File: config.mk
export PLATFORM = sky130hd
export DESIGN_NAME = cart_map_arbiter
export DESIGN_NICKNAME = d
export VERILOG_FILES = /design/src/rtl/cart_map_arbiter.sv
export SDC_FILE = /design/constraint.sdc
export NUM_CORES = 1
export LEC_CHECK = 0
export ABC_CLOCK_PERIOD_IN_PS = 5400
export CORE_AREA = 2 2 160 162
export CTS_CLUSTER_DIAMETER = 80
export DETAILED_ROUTE_END_ITERATION = 8
export DIE_AREA = 0 0 162 164
export SLEW_MARGIN = 20
export SYNTH_ARGS = -nofsm -noshare
export SYNTH_HDL_FRONTEND = slang
export SYNTH_SLANG_ARGS = --single-unit
File: constraint.sdc
create_clock -name mclk -period 5.4 [get_ports mclk]
set_input_delay 1.35 -clock mclk [delete_from_list [all_inputs] [get_ports mclk]]
set_output_delay 1.35 -clock mclk [all_outputs]
set_load 0.01 [all_outputs]
File: src/rtl/cart_map_arbiter.sv
// N-channel cartridge mapper arbiter: picks one mapper's ROM/BSRAM/CPU signals from a one-hot
// request, with select debounce, a write-safe switch-over guard and a sticky conflict flag.
module cart_map_arbiter #(
    parameter int NCH      = 5,
    parameter int ROM_AW   = 24,
    parameter int BSRAM_AW = 20,
    parameter int DEBOUNCE = 2,
    parameter int GUARD    = 4
) (
    input  logic                    mclk,
    input  logic                    rst_n,
    input  logic [NCH-2:0]          map_active,
    input  logic [NCH*8-1:0]        ch_do,
    input  logic [NCH-1:0]          ch_irq_n,
    input  logic [NCH*ROM_AW-1:0]   ch_rom_addr,
    input  logic [NCH-1:0]          ch_rom_ce_n,
    input  logic [NCH-1:0]          ch_rom_oe_n,
    input  logic [NCH-1:0]          ch_rom_word,
    input  logic [NCH*BSRAM_AW-1:0] ch_bsram_addr,
    input  logic [NCH*8-1:0]        ch_bsram_d,
    input  logic [NCH-1:0]          ch_bsram_ce_n,
    input  logic [NCH-1:0]          ch_bsram_oe_n,
    input  logic [NCH-1:0]          ch_bsram_we_n,
    output logic [7:0]              di,
    output logic                    irq_n,
    output logic [ROM_AW-1:0]       rom_addr,
    output logic                    rom_ce_n,
    output logic                    rom_oe_n,
    output logic                    rom_word,
    output logic [BSRAM_AW-1:0]     bsram_addr,
    output logic [7:0]              bsram_d,
    output logic                    bsram_ce_n,
    output logic                    bsram_oe_n,
    output logic                    bsram_we_n,
    output logic [$clog2(NCH)-1:0]  sel,
    output logic                    switching,
    output logic                    conflict
);

    localparam int SW = $clog2(NCH);
    localparam int DW = $clog2(DEBOUNCE + 1);
    localparam int GW = (GUARD > 1) ? $clog2(GUARD) : 1;

    typedef enum logic {ST_RUN = 1'b0, ST_GUARD = 1'b1} state_t;

    state_t          state_q, state_d;
    logic [SW-1:0]   sel_q, sel_d;
    logic [SW-1:0]   tgt_q, tgt_d;
    logic [GW-1:0]   gcnt_q, gcnt_d;
    logic [SW-1:0]   cand_q;
    logic [DW-1:0]   stab_q, stab_d;
    logic            conflict_q;

    logic [SW-1:0]   cand;
    logic            multi;
    int              nset;
    logic            acc_vld;

    logic [7:0]          m_do;
    logic                m_irq_n;
    logic [ROM_AW-1:0]   m_rom_addr;
    logic                m_rom_ce_n, m_rom_oe_n, m_rom_word;
    logic [BSRAM_AW-1:0] m_bsram_addr;
    logic [7:0]          m_bsram_d;
    logic                m_bsram_ce_n, m_bsram_oe_n, m_bsram_we_n;

    always_comb begin
        nset  = 0;
        cand  = '0;
        for (int k = 0; k < NCH-1; k++) begin
            if (map_active[k]) begin
                nset = nset + 1;
                cand = SW'(k + 1);
            end
        end
        multi = (nset > 1);
        if (multi) cand = '0;
    end

    // Stability count includes the current cycle, so a request held DEBOUNCE cycles is accepted
    // on the last of them and acc is simply the live candidate.
    always_comb begin
        if (cand != cand_q)
            stab_d = DW'(1);
        else if (stab_q >= DW'(DEBOUNCE))
            stab_d = stab_q;
        else
            stab_d = stab_q + DW'(1);
        acc_vld = (stab_d >= DW'(DEBOUNCE));
    end

    always_comb begin
        m_do         = '0;
        m_irq_n      = 1'b1;
        m_rom_addr   = '0;
        m_rom_ce_n   = 1'b1;
        m_rom_oe_n   = 1'b1;
        m_rom_word   = 1'b0;
        m_bsram_addr = '0;
        m_bsram_d    = '0;
        m_bsram_ce_n = 1'b1;
        m_bsram_oe_n = 1'b1;
        m_bsram_we_n = 1'b1;
        for (int c = 0; c < NCH; c++) begin
            if (sel_q == SW'(c)) begin
                m_do         = ch_do[c*8 +: 8];
                m_irq_n      = ch_irq_n[c];
                m_rom_addr   = ch_rom_addr[c*ROM_AW +: ROM_AW];
                m_rom_ce_n   = ch_rom_ce_n[c];
                m_rom_oe_n   = ch_rom_oe_n[c];
                m_rom_word   = ch_rom_word[c];
                m_bsram_addr = ch_bsram_addr[c*BSRAM_AW +: BSRAM_AW];
                m_bsram_d    = ch_bsram_d[c*8 +: 8];
                m_bsram_ce_n = ch_bsram_ce_n[c];
                m_bsram_oe_n = ch_bsram_oe_n[c];
                m_bsram_we_n = ch_bsram_we_n[c];
            end
        end
    end

    always_comb begin
        state_d = state_q;
        sel_d   = sel_q;
        tgt_d   = tgt_q;
        gcnt_d  = gcnt_q;
        unique case (state_q)
            ST_RUN: begin
                // An in-flight BSRAM write on the current channel holds off the switch.
                if (acc_vld && cand != sel_q && m_bsram_we_n) begin
                    state_d = ST_GUARD;
                    tgt_d   = cand;
                    gcnt_d  = GW'(GUARD - 1);
                end
            end
            ST_GUARD: begin
                // A request that moved back or elsewhere outranks finishing the stale switch.
                if (acc_vld && cand == sel_q) begin
                    state_d = ST_RUN;
                end else if (acc_vld && cand != tgt_q) begin
                    tgt_d  = cand;
                    gcnt_d = GW'(GUARD - 1);
                end else if (gcnt_q == '0) begin
                    sel_d   = tgt_q;
                    state_d = ST_RUN;
                end else begin
                    gcnt_d = gcnt_q - GW'(1);
                end
            end
            default: state_d = ST_RUN;
        endcase
    end

    always_ff @(posedge mclk or negedge rst_n) begin
        if (!rst_n) begin
            state_q    <= ST_RUN;
            sel_q      <= '0;
            tgt_q      <= '0;
            gcnt_q     <= '0;
            cand_q     <= '0;
            stab_q     <= '0;
            conflict_q <= 1'b0;
        end else begin
            state_q    <= state_d;
            sel_q      <= sel_d;
            tgt_q      <= tgt_d;
            gcnt_q     <= gcnt_d;
            cand_q     <= cand;
            stab_q     <= stab_d;
            conflict_q <= conflict_q | multi;
        end
    end

    always_comb begin
        di         = m_do;
        irq_n      = m_irq_n;
        rom_addr   = m_rom_addr;
        rom_ce_n   = m_rom_ce_n;
        rom_oe_n   = m_rom_oe_n;
        rom_word   = m_rom_word;
        bsram_addr = m_bsram_addr;
        bsram_d    = m_bsram_d;
        bsram_ce_n = m_bsram_ce_n;
        bsram_oe_n = m_bsram_oe_n;
        bsram_we_n = m_bsram_we_n;
        if (state_q == ST_GUARD) begin
            di         = 8'h00;
            irq_n      = 1'b1;
            rom_ce_n   = 1'b1;
            rom_oe_n   = 1'b1;
            rom_word   = 1'b0;
            bsram_ce_n = 1'b1;
            bsram_oe_n = 1'b1;
            bsram_we_n = 1'b1;
        end
    end

    assign sel       = sel_q;
    assign switching = (state_q == ST_GUARD);
    assign conflict  = conflict_q;

endmodule

# After elaboration in Yosys (flattened, before gate mapping)
# Cells that the tools add are included.
# word_totals
reg_bits	15
word_cells	128
# op_classes
n_addsub	5
magnitude_cmp	3
n_eq_ne	12
n_mux	88
bitwise	4
reduce_logical	9
# ops
op	n
$mux W24	5
$mux W20	5
$add A32 B2 Y32 const B	3
$mux W32	3
$mux W8	11
$mux W1	48
$gt A32 B2 Y1 const B	1
$mux W2	8
$mux W3	5
$ne A3 B3 Y1	3
$eq A3 B2 Y1 const B	2
$pmux W3 S2	1
$reduce_and A3 Y1	2
$ge A2 B2 Y1 const B	2
$logic_and A1 B1 Y1	4
$ne A2 B2 Y1 const B	2
$pmux W2 S2	1
$reduce_and A4 Y1	1
$eq A3 B1 Y1 const B	1
$eq A3 B3 Y1	1
$eq A3 B3 Y1 const B	1
$logic_not A3 Y1	1
$ne A3 B3 Y1 const B	1
$not A1 Y1	3
other kinds (6)	6

# Depth between registers and ports, before layout
# Gate-level depths: netlist of run 1.
# depth
depth_word	16
ltp_mapped	10

# Worst setup path before layout of run 1
# No wires, ideal clock.
# synth_timing
path_kind	input to register
start	in map_active[1]
end	reg gcnt_q[0]
arrival_ns	3.669
setup_slack_ns	1.606
cell_stages	10
n_path_buf	1
cell_sequence	buf_2 > inv_1 > ha_1 > nand2b_1 > mux2_4 > o211a_1 > a311o_1 > a211o_1 > or3_1 > mux2_4
# synth_via
elab_chain_len	14
elab_cells_between_ends	27
# synth_rtl
element	line_no	rtl
from (decl)	12	input logic [NCH-2:0] map_active,
$mux W32	71	if (map_active[k]) begin
$add A32 B2 Y32	72	nset = nset + 1;
$mux W32	71	
$add A32 B2 Y32	72	
$mux W32	71	
$gt A32 B2 Y1	76	multi = (nset > 1);
$mux W3 *	77	if (multi) cand = '0;
$ne A3 B3 Y1	83	if (cand != cand_q)
$mux W2	83	
$ge A2 B2 Y1	89	acc_vld = (stab_d >= DW'(DEBOUNCE));
$logic_and A1 B1 Y1 (on tied branches)	139, 129	
$mux W2 / $logic_and A1 B1 Y1 (equally long branches)	139, 129	
$mux W2 / $ne A2 B2 Y1 (equally long branches)	-	
$pmux W2 S2 / $reduce_and A3 Y1 (equally long branches)	-	
to (signal assigned)	166	gcnt_q <= gcnt_d;
to (decl)	49	logic [GW-1:0] gcnt_q, gcnt_d;
# Every way passes the cells marked *; elsewhere a longest branch is shown, timed or not. The select of a mux whose other input is x is not followed.
# A chain may end at the register's enable or synchronous reset.

# Final worst setup path of run 1
# layout_timing
start	in ch_do[11]
end	out di[3]
# layout_via
elab_chain_len	5
# layout_rtl
element	line_no	rtl
from (decl)	13	input logic [NCH*8-1:0] ch_do,
$mux W8 (4 in a row)	105	if (sel_q == SW'(c)) begin
$mux W8	185	if (state_q == ST_GUARD) begin
to (decl)	24	output logic [7:0] di,
# No other way between the ends.

==> results of run 1 <==
layout make-up:
type	count	area, um2	share of cell area (%)
Inverter	13	48.8	0.596
Sequential cell	15	384	4.69
Antenna cell	3	7.51	0.0917
Tap cell	330	413	5.04
Timing Repair Buffer	421	4220	51.5
Clock buffer	4	78.8	0.962
Multi-Input combinational cell	354	3040	37.1
metrics by stage:
step           std cells  hold slack, ps  instance area (um2)  utilization [%]
2_1_floorplan        425             482                 3630                -
3_3_place_gp        1133             466                 8100             32.7
3_5_place_dp        1133             471                 8100             32.7
4_1_cts             1137             482                 8180             33.0
5_1_grt             1140             503                 8190             33.0
6_report            1140             495                 8190             33.0
layer usage:
layer | global-route usage (%) | share of wire (%)
met1 | 18.4 | 39
met2 | 26.2 | 51
met3 | 3.11 | 8.5
met4 | 2.82 | 1.3
met5 | 0 | 0
power by group:
group          internal [mW]  switching, mW  leakage [nW]
logic                  0.868          0.676          2.86
clock network         0.0996         0.0411        0.0382
registers              0.143         0.0768         0.179
layout by cell type, fill, tap and decap left out, drive strengths merged, types with 8 or more instances in the layout:
| cell | n |
|---|---|
| mux2 | 8 |
| buf | 9 |
| clkdlybuf4s50 | 412 |
| dfrtp | 15 |
| nand3 | 64 |
| nor2 | 13 |
| inv | 13 |
| o21ai | 9 |
| mux4 | 66 |
| nand2 | 125 |
| a21oi | 13 |
sequential cells by signal, indices dropped and copies added, names as in the netlist:
register,flops
stab_q,2
gcnt_q,2
cand_q,3
switching,1
sel,3
conflict,1
tgt_q,3
final timing paths:
| path | to |
|---|---|
| min in group asynchronous | gcnt_q[1]$_DFFE_PN0P_ |
| min | conflict$_DFF_PN0_ |
| max in group asynchronous | sel[0]$_DFFE_PN0P_ |
| max | di[3] |
| max reg2reg | tgt_q[0]$_DFFE_PN0P_ |
| min reg2reg | conflict$_DFF_PN0_ |
cells by family (layout without fill, tap and decap cells):
| group | after synthesis | after routing | synth area share [%] |
|---|---|---|---|
| flops | 15 | 15 | 10.3 |
| compound gates | 40 | 40 | 7.10 |
| fa+ha+maj | 7 | 7 | 2.41 |
| mux | 78 | 78 | 44.7 |
| buf+inv | 56 | 438 | 6.07 |
| other cells | 0 | 3 | 0 |
| simple gates | 227 | 227 | 28.9 |
| xor+xnor | 2 | 2 | 0.483 |
critical path, stage by stage:
cell and delay [ps]:
clkdlybuf4s50_1 460, mux4_2 320, nand2_1 80, a21oi_1 280, clkdlybuf4s50_1 620
==> metrics.sh, run 1 <==
SYNTH_SEQUENTIAL_AREA_RATIO_PCT=10.3
FINISH.NET_COUNT=1156
CTS_ROOT_BUF='clkbuf_16'
SYNTH_TOP_CELLS_BY_AREA='mux4_2 41%, nand2_1 13%, dfrtp_1 10%, nand3_1 8.8%, clkbuf_1 2.7%'
SETUP.REG_TO_REG.WORST_SLACK_PS=2190
DESIGN_POWER_TOTAL_mW=1.90
FINAL-SETUP-VIOL-COUNT=0
SETUP_TOTAL_NEGATIVE_SLACK_PS=0
NUM_ROWS=58
CTS.SINKS=15
TOP_LEVEL_PORTS=413
ASYNCSETRESETFLOPFRACSYNTH_PCT=100
PORT_BUFFER_COUNT=412
SETUP.WORST_PATH.START_CLASS='input port'
POST-CTS-SETUP-BUFFER-COUNT=0
CTS_MAX_LEVEL=1
SYNTH_WARNINGS=0
PLACE_WORST_SETUP_SLACK_PS=818
DIE_WIDTH_UM=162
CTS.PATH.MAX_BUFFERS=2
WORSTPATHARRIVAL_PS=3120
RSZ0062_AT_GRT='false'
GP_CONGESTION=0.785
GRT_PASS1_VIAS=5066
MAX-VDD-IR-DROP_uV=121
ITER_0_DRT_VIOLATIONS=349
NET_COUNT_OF_THE_MAPPED_NETLIST=773
TIMING.CRITICAL_PATH.FANOUT_MAX=1
SYNTH.TOP_CELL.AREA_SHARE_PCT=41.0
WORST_CLOCK_SKEW_PS=3.22
GRT_MAX_DEGREE=41
YS_TYPES=43
STARTING_UTILIZATION_OF_THE_CORE_AREA_PCT=14.6
GRT_OVERFLOW_TOTAL=0
TIMING.HOLD.WORST.START='conflict$_DFF_PN0_'
HIGHEST_CLOCK_RATE_GHz=0.224
TIMING.CRITICAL_PATH.FROM='ch_do[11]'
ANTENNA_FOUND_INITIAL=3
WORST-SLEW-PIN-TRANSITION_PS=775
YOSYS_REGISTER_BITS=15
POST_SYNTH.CELL_AREA_AVG_UM2=8.54
DRC=0
DRIVE_ABOVE_1_SHARE_PCT=11.2
PART_OF_THE_CYCLE_THE_WORST_PATH_NEEDS_PCT=82.7
SYNTH_LARGEST_AREA_CELL='mux4_2'
GRT_UTIL_ALL_LAYERS_PCT=14.7
DRT_WL_TOTAL_MM=21.3
YOSYS-TOP-CELLS-COUNT='125 x nand2_1, 66 x mux4_2, 64 x nand3_1'
POWER.DENSITY_CELL_AREA_nW_PER_UM2=233
CELL_AREA_AFTER_SYNTHESIS_UM2=3630
CLKSLEWWORSTSETUPHOLDPATHS_PS=50
DETAILED_PLACE_HPWL_MM=17.4
FINALMAXSLEWVIOLATIONS=0
GLOBAL_ROUTE_WIRE_LENGTH_BEFORE_REPAIR_MM=30.1
CRITICAL_PATH_CLASS='in2out'
DETAIL_ROUTE.FIRST_PASS.ITERATIONS=4
MAX_CAP_VIOLATIONS=0
POST-SYNTH-TOP-COUNT-CELL='nand2_1'
DESIGN.CORE.AREA_UM2=24800
LEAKAGE_POWER_TOTAL_nW=3.08
CTS_TREE='built'
DRT-VIAS-PER-INSTANCE=4.40
POSTSYNTHCELLCOUNT=425
TIMING.FINAL.HOLD_VIOLATIONS=0
FLOORPLAN.DIE.HEIGHT_UM=164
HOLDPATHSTAGES=2
SYNTHTOLAYOUTAREAGROWTH_PCT=126
TIMING.REG2REG.WORST_PATH_DEPTH=7
RUN_STATUS='finished clean'
END_KIND='primary output'
NUMBER_OF_BUFFERS_CREATED_BY_CTS=3
NUMBER_OF_FLOPS_MAPPED_TO_ENABLE_CELLS_BY_YOSYS=0
HOLD_CLASS='reg2reg'
HOLD_BUFFER_COUNT_AT_CTS=0
TIMING.RR.START='sel[0]$_DFFE_PN0P_'
POSTLAYOUTSETUPSLACKWORST_PS=933
SYNTHFLOPTYPE='dfrtp_1'
INSERTION_DELAY_PS=240
RELSLEWSLACK_PCT=48.3
WORST_EP_REQUIRED_TIME_PS=4050
FINAL.FILL_COUNT=2572
VIAS=5019
DETAILED_ROUTE_WIRE_LENGTH_PER_CELL_UM=18.7
DESIGN.DIE.AREA_UM2=26600
CLOCK_PERIOD_MINUS_WORST_SLACK_PS=4470
POST_CTS.RESIZED_INSTANCES=0
DRT.ANTENNA.VIOLATING_NETS=0
Power figures use the tool's default switching activity.
==> run 2, diff against run 1 <==
--- a/config.mk
+++ b/config.mk
@@ -5,11 +5,11 @@
 export SDC_FILE = /design/constraint.sdc
 export NUM_CORES = 1
 export LEC_CHECK = 0
-export ABC_CLOCK_PERIOD_IN_PS = 5400
-export CORE_AREA = 2 2 160 162
+export ABC_CLOCK_PERIOD_IN_PS = 4400
+export CORE_AREA = 2 2 161 163
 export CTS_CLUSTER_DIAMETER = 80
 export DETAILED_ROUTE_END_ITERATION = 8
-export DIE_AREA = 0 0 162 164
+export DIE_AREA = 0 0 163 165
 export SLEW_MARGIN = 20
 export SYNTH_ARGS = -nofsm -noshare
 export SYNTH_HDL_FRONTEND = slang
==> constraint.sdc (replaced) <==
create_clock -name mclk -period 4.4 [get_ports mclk]
set_input_delay 1.1 -clock mclk [delete_from_list [all_inputs] [get_ports mclk]]
set_output_delay 1.1 -clock mclk [all_outputs]
set_load 0.01 [all_outputs]
==> run 2 against run 1 <==
  * Routed wire length down 2.9%
  * Utilization fell by 0.16 points
  * Cell count rose by 0.18%
  * Register-to-register slack got worse by 800 ps
  * Largest power group unchanged
==> metrics.sh, run 2 (synthesis gave the netlist of run 1 again) <==
RUN_STATUS='finished clean'  # unchanged
ITER_0_DRT_VIOLATIONS=237  # was 349
FIN_WORST_HOLD_SLACK_PS=480  # was 495 ps
PLACEDINSTANCEAREA_UM2=8140  # was 8100 um2
NUMBER_OF_BUFFERS_CREATED_BY_CTS=3  # unchanged
HIGHEST_CLOCK_RATE_GHz=0.257
CP_SLOWEST_CELL='clkdlybuf4s50_1'  # unchanged
POST-CTS-SETUP-BUFFER-COUNT=0  # unchanged
STARTING_UTILIZATION_OF_THE_CORE_AREA_PCT=14.5  # was 14.6%
DRC=0  # unchanged
WORST-SLEW-PIN-TRANSITION_PS=781  # was 775 ps
LAYOUT.CELL_AREA.NON_FILLER_UM2=8220  # was 8190 um2
TIMING.CRITICAL_PATH.FROM='map_active[0]'  # was ch_do[11]
FINALNONFILLERCELLS=1142  # was 1,140
GRT_PASS1_VIAS=5121  # was 5,066
SETUP.WORST_PATH.START_CLASS='input port'  # unchanged
FINISH.NET_COUNT=1161  # was 1,156
INSERTION_DELAY_PS=240  # about the same
POST_CTS.RESIZED_INSTANCES=0  # unchanged
GRT_MAX_DEGREE=52  # was 41
WORST_PATH_MOST_REPEATED_CELL='nand2b_1'  # was clkdlybuf4s50_1
SETUP_TOTAL_NEGATIVE_SLACK_PS=0  # unchanged
TIMING.REG2REG.WORST_PATH_DEPTH=8  # was 7
DP.CELLS=1138  # was 1,133
DESIGN.DIE.AREA_UM2=26900  # was 26,600 um2
TIMING.FINAL.HOLD_VIOLATIONS=0  # unchanged
WORSTPATHCELLLIST='clkdlybuf4s50_1, inv_1, ha_1, nand2b_1, mux2_4, or3_1, a222oi_1, a211o_1, nand2b_1, mux2_1'  # was clkdlybuf4s50_1, mux4_2, nand2_1, a21oi_1, clkdlybuf4s50_1
PORT_BUFFER_COUNT=412  # unchanged
POWER.DENSITY_CELL_AREA_nW_PER_UM2=284  # was 233 nW/um2
RELSLEWSLACK_PCT=47.9  # was 48.3%
RSZ0062_AT_GRT='false'  # unchanged
HOLD_BUFFER_COUNT_AT_CTS=0  # unchanged
VIAS=5007  # was 5,019
DETAILED_PLACE_HPWL_MM=17.2  # was 17.4 mm
MAX-VDD-IR-DROP_uV=147  # was 121 uV
FINALCOREUTILIZATION_PCT=32.8  # was 33.0%
CTS_TREE='built'  # unchanged
CTS_ROOT_BUF='clkbuf_16'  # unchanged
DRT-VIAS-PER-INSTANCE=4.38  # was 4.40
TIMING.CRITICAL_PATH.FANOUT_MAX=6  # was 1
HOLD_CLASS='reg2reg'  # unchanged
TIMING.RR.START='sel[0]$_DFFE_PN0P_'  # unchanged
DESIGN.CORE.AREA_UM2=25000  # was 24,800 um2
CRITICAL-PATH-MAX-STAGE-DELAY_PS=530  # was 620 ps
WORST_CLOCK_SKEW_PS=3.23  # was 3.22 ps
CTS.SINKS=15  # unchanged
SYNTHTOLAYOUTAREAGROWTH_PCT=127  # was 126%
WORST_EP_REQUIRED_TIME_PS=4520  # was 4050 ps
FINALMAXSLEWVIOLATIONS=0  # unchanged
LEAKAGE_POWER_TOTAL_nW=3.10  # was 3.08 nW
NUM_ROWS=58  # unchanged
CRITICAL_PATH_CLASS='in2reg'  # was in2out
END_KIND='register'  # was primary output
GLOBAL_ROUTE_WIRE_LENGTH_BEFORE_REPAIR_MM=29.2  # was 30.1 mm
CTS.PATH.MAX_BUFFERS=2  # unchanged
FINAL-SETUP-VIOL-COUNT=0  # unchanged
DIE_WIDTH_UM=163  # was 162 um
PART_OF_THE_CYCLE_THE_WORST_PATH_NEEDS_PCT=88.3
GRT_UTIL_ALL_LAYERS_PCT=14.2  # was 14.7%
ANTENNA_FOUND_INITIAL=0  # was 3
DRT_WL_TOTAL_MM=20.7  # was 21.3 mm
ANTENNA_CELLS=0  # was 3
WORSTPATHARRIVAL_PS=4010  # was 3120 ps
MAX_CAP_VIOLATIONS=0  # unchanged
DRT.ANTENNA.VIOLATING_NETS=0  # unchanged
ENDPOINT='tgt_q[2]$_DFFE_PN0P_'  # was di[3]
DETAIL_ROUTE.FIRST_PASS.ITERATIONS=4  # unchanged
FLOORPLAN.DIE.HEIGHT_UM=165  # was 164 um
CTS_MAX_LEVEL=1  # unchanged
LAYOUT.CELLS.MOST_COMMON_LIST='412 x clkdlybuf4s50_1, 125 x nand2_1, 66 x mux4_2'  # unchanged
CLOCK_PERIOD_MINUS_WORST_SLACK_PS=3880
WORST_R2R_ENDPOINT='gcnt_q[0]$_DFFE_PN0P_'  # was tgt_q[0]$_DFFE_PN0P_
GP_CONGESTION=0.802  # was 0.785
DETAILED_ROUTE_WIRE_LENGTH_PER_CELL_UM=18.1  # was 18.7 um
CLKSLEWWORSTSETUPHOLDPATHS_PS=50  # about the same
LAYOUT_COMMONEST_CELL='clkdlybuf4s50_1'  # unchanged
TOP_LEVEL_PORTS=413  # unchanged
GRT_OVERFLOW_TOTAL=0  # unchanged
DRIVE_ABOVE_1_SHARE_PCT=11.8  # was 11.2%
SETUP.REG_TO_REG.WORST_SLACK_PS=1390  # was 2190 ps
## run 2: changes by cell type in the layout (fill, tap and decap cells not counted), sizes merged
cell	change
buf	+5
diode	-3
clkbuf	-1
clkinv	+1
## run 2: worst max-delay path, delay by kind of cell
family,cells,cell delay (ps)
AND/OR/NAND/NOR,3,720
buffers and inverters,2,610
multiplexers,2,630
AO/OA/AOI/OAI,2,590
adder cells (fa/ha/maj),1,350
## run 2: area by class of cell
class	instances	area (um2)
inverter	13	48.8
sequential	15	384
tap	330	413
multi-input combinational	354	3040
fill	2601	16800
clock buffer	3	75.1
timing repair buffer	426	4250
clock inverter	1	5.00
## run 2: how the worst min path moves through the flow
stage	slack [ps]	endpoint	cells past startpoint	start
final	480	conflict$_DFF_PN0_	2	conflict$_DFF_PN0_
after global routing	530	conflict$_DFF_PN0_	2	conflict$_DFF_PN0_
after CTS	480	conflict$_DFF_PN0_	2	conflict$_DFF_PN0_
after detailed placement	470	conflict$_DFF_PN0_	2	conflict$_DFF_PN0_
after global placement	470	conflict$_DFF_PN0_	2	conflict$_DFF_PN0_
after floorplan	480	gcnt_q[1]$_DFFE_PN0P_	1	gcnt_q[1]$_DFFE_PN0P_
## run 2: metal layers
layer	track usage, %	vias up	share of wire, %
li1	-	2367	-
met1	17.6	2369	38
met2	25.9	261	51
met3	2.99	10	10
met4	1.73	0	0.98
met5	0	-	0
## run 2: through the flow
| stage | setup slack (ps) | total power, mW |
|---|---|---|
| 5_1_grt | 275 | 2.52 |
| 3_5_place_dp | 271 | 2.19 |
| 3_3_place_gp | 294 | 2.18 |
| 6_report | 516 | 2.33 |
| 4_1_cts | 451 | 2.37 |
| 2_1_floorplan | 856 | 1.11 |
## run 2: power breakdown
part | switching (mW) | internal, mW | leakage [nW]
Sequential | 0.0969 | 0.175 | 0.179
Combinational | 0.810 | 1.08 | 2.88
Clock | 0.0513 | 0.121 | 0.0409
Total | 0.958 | 1.38 | 3.10
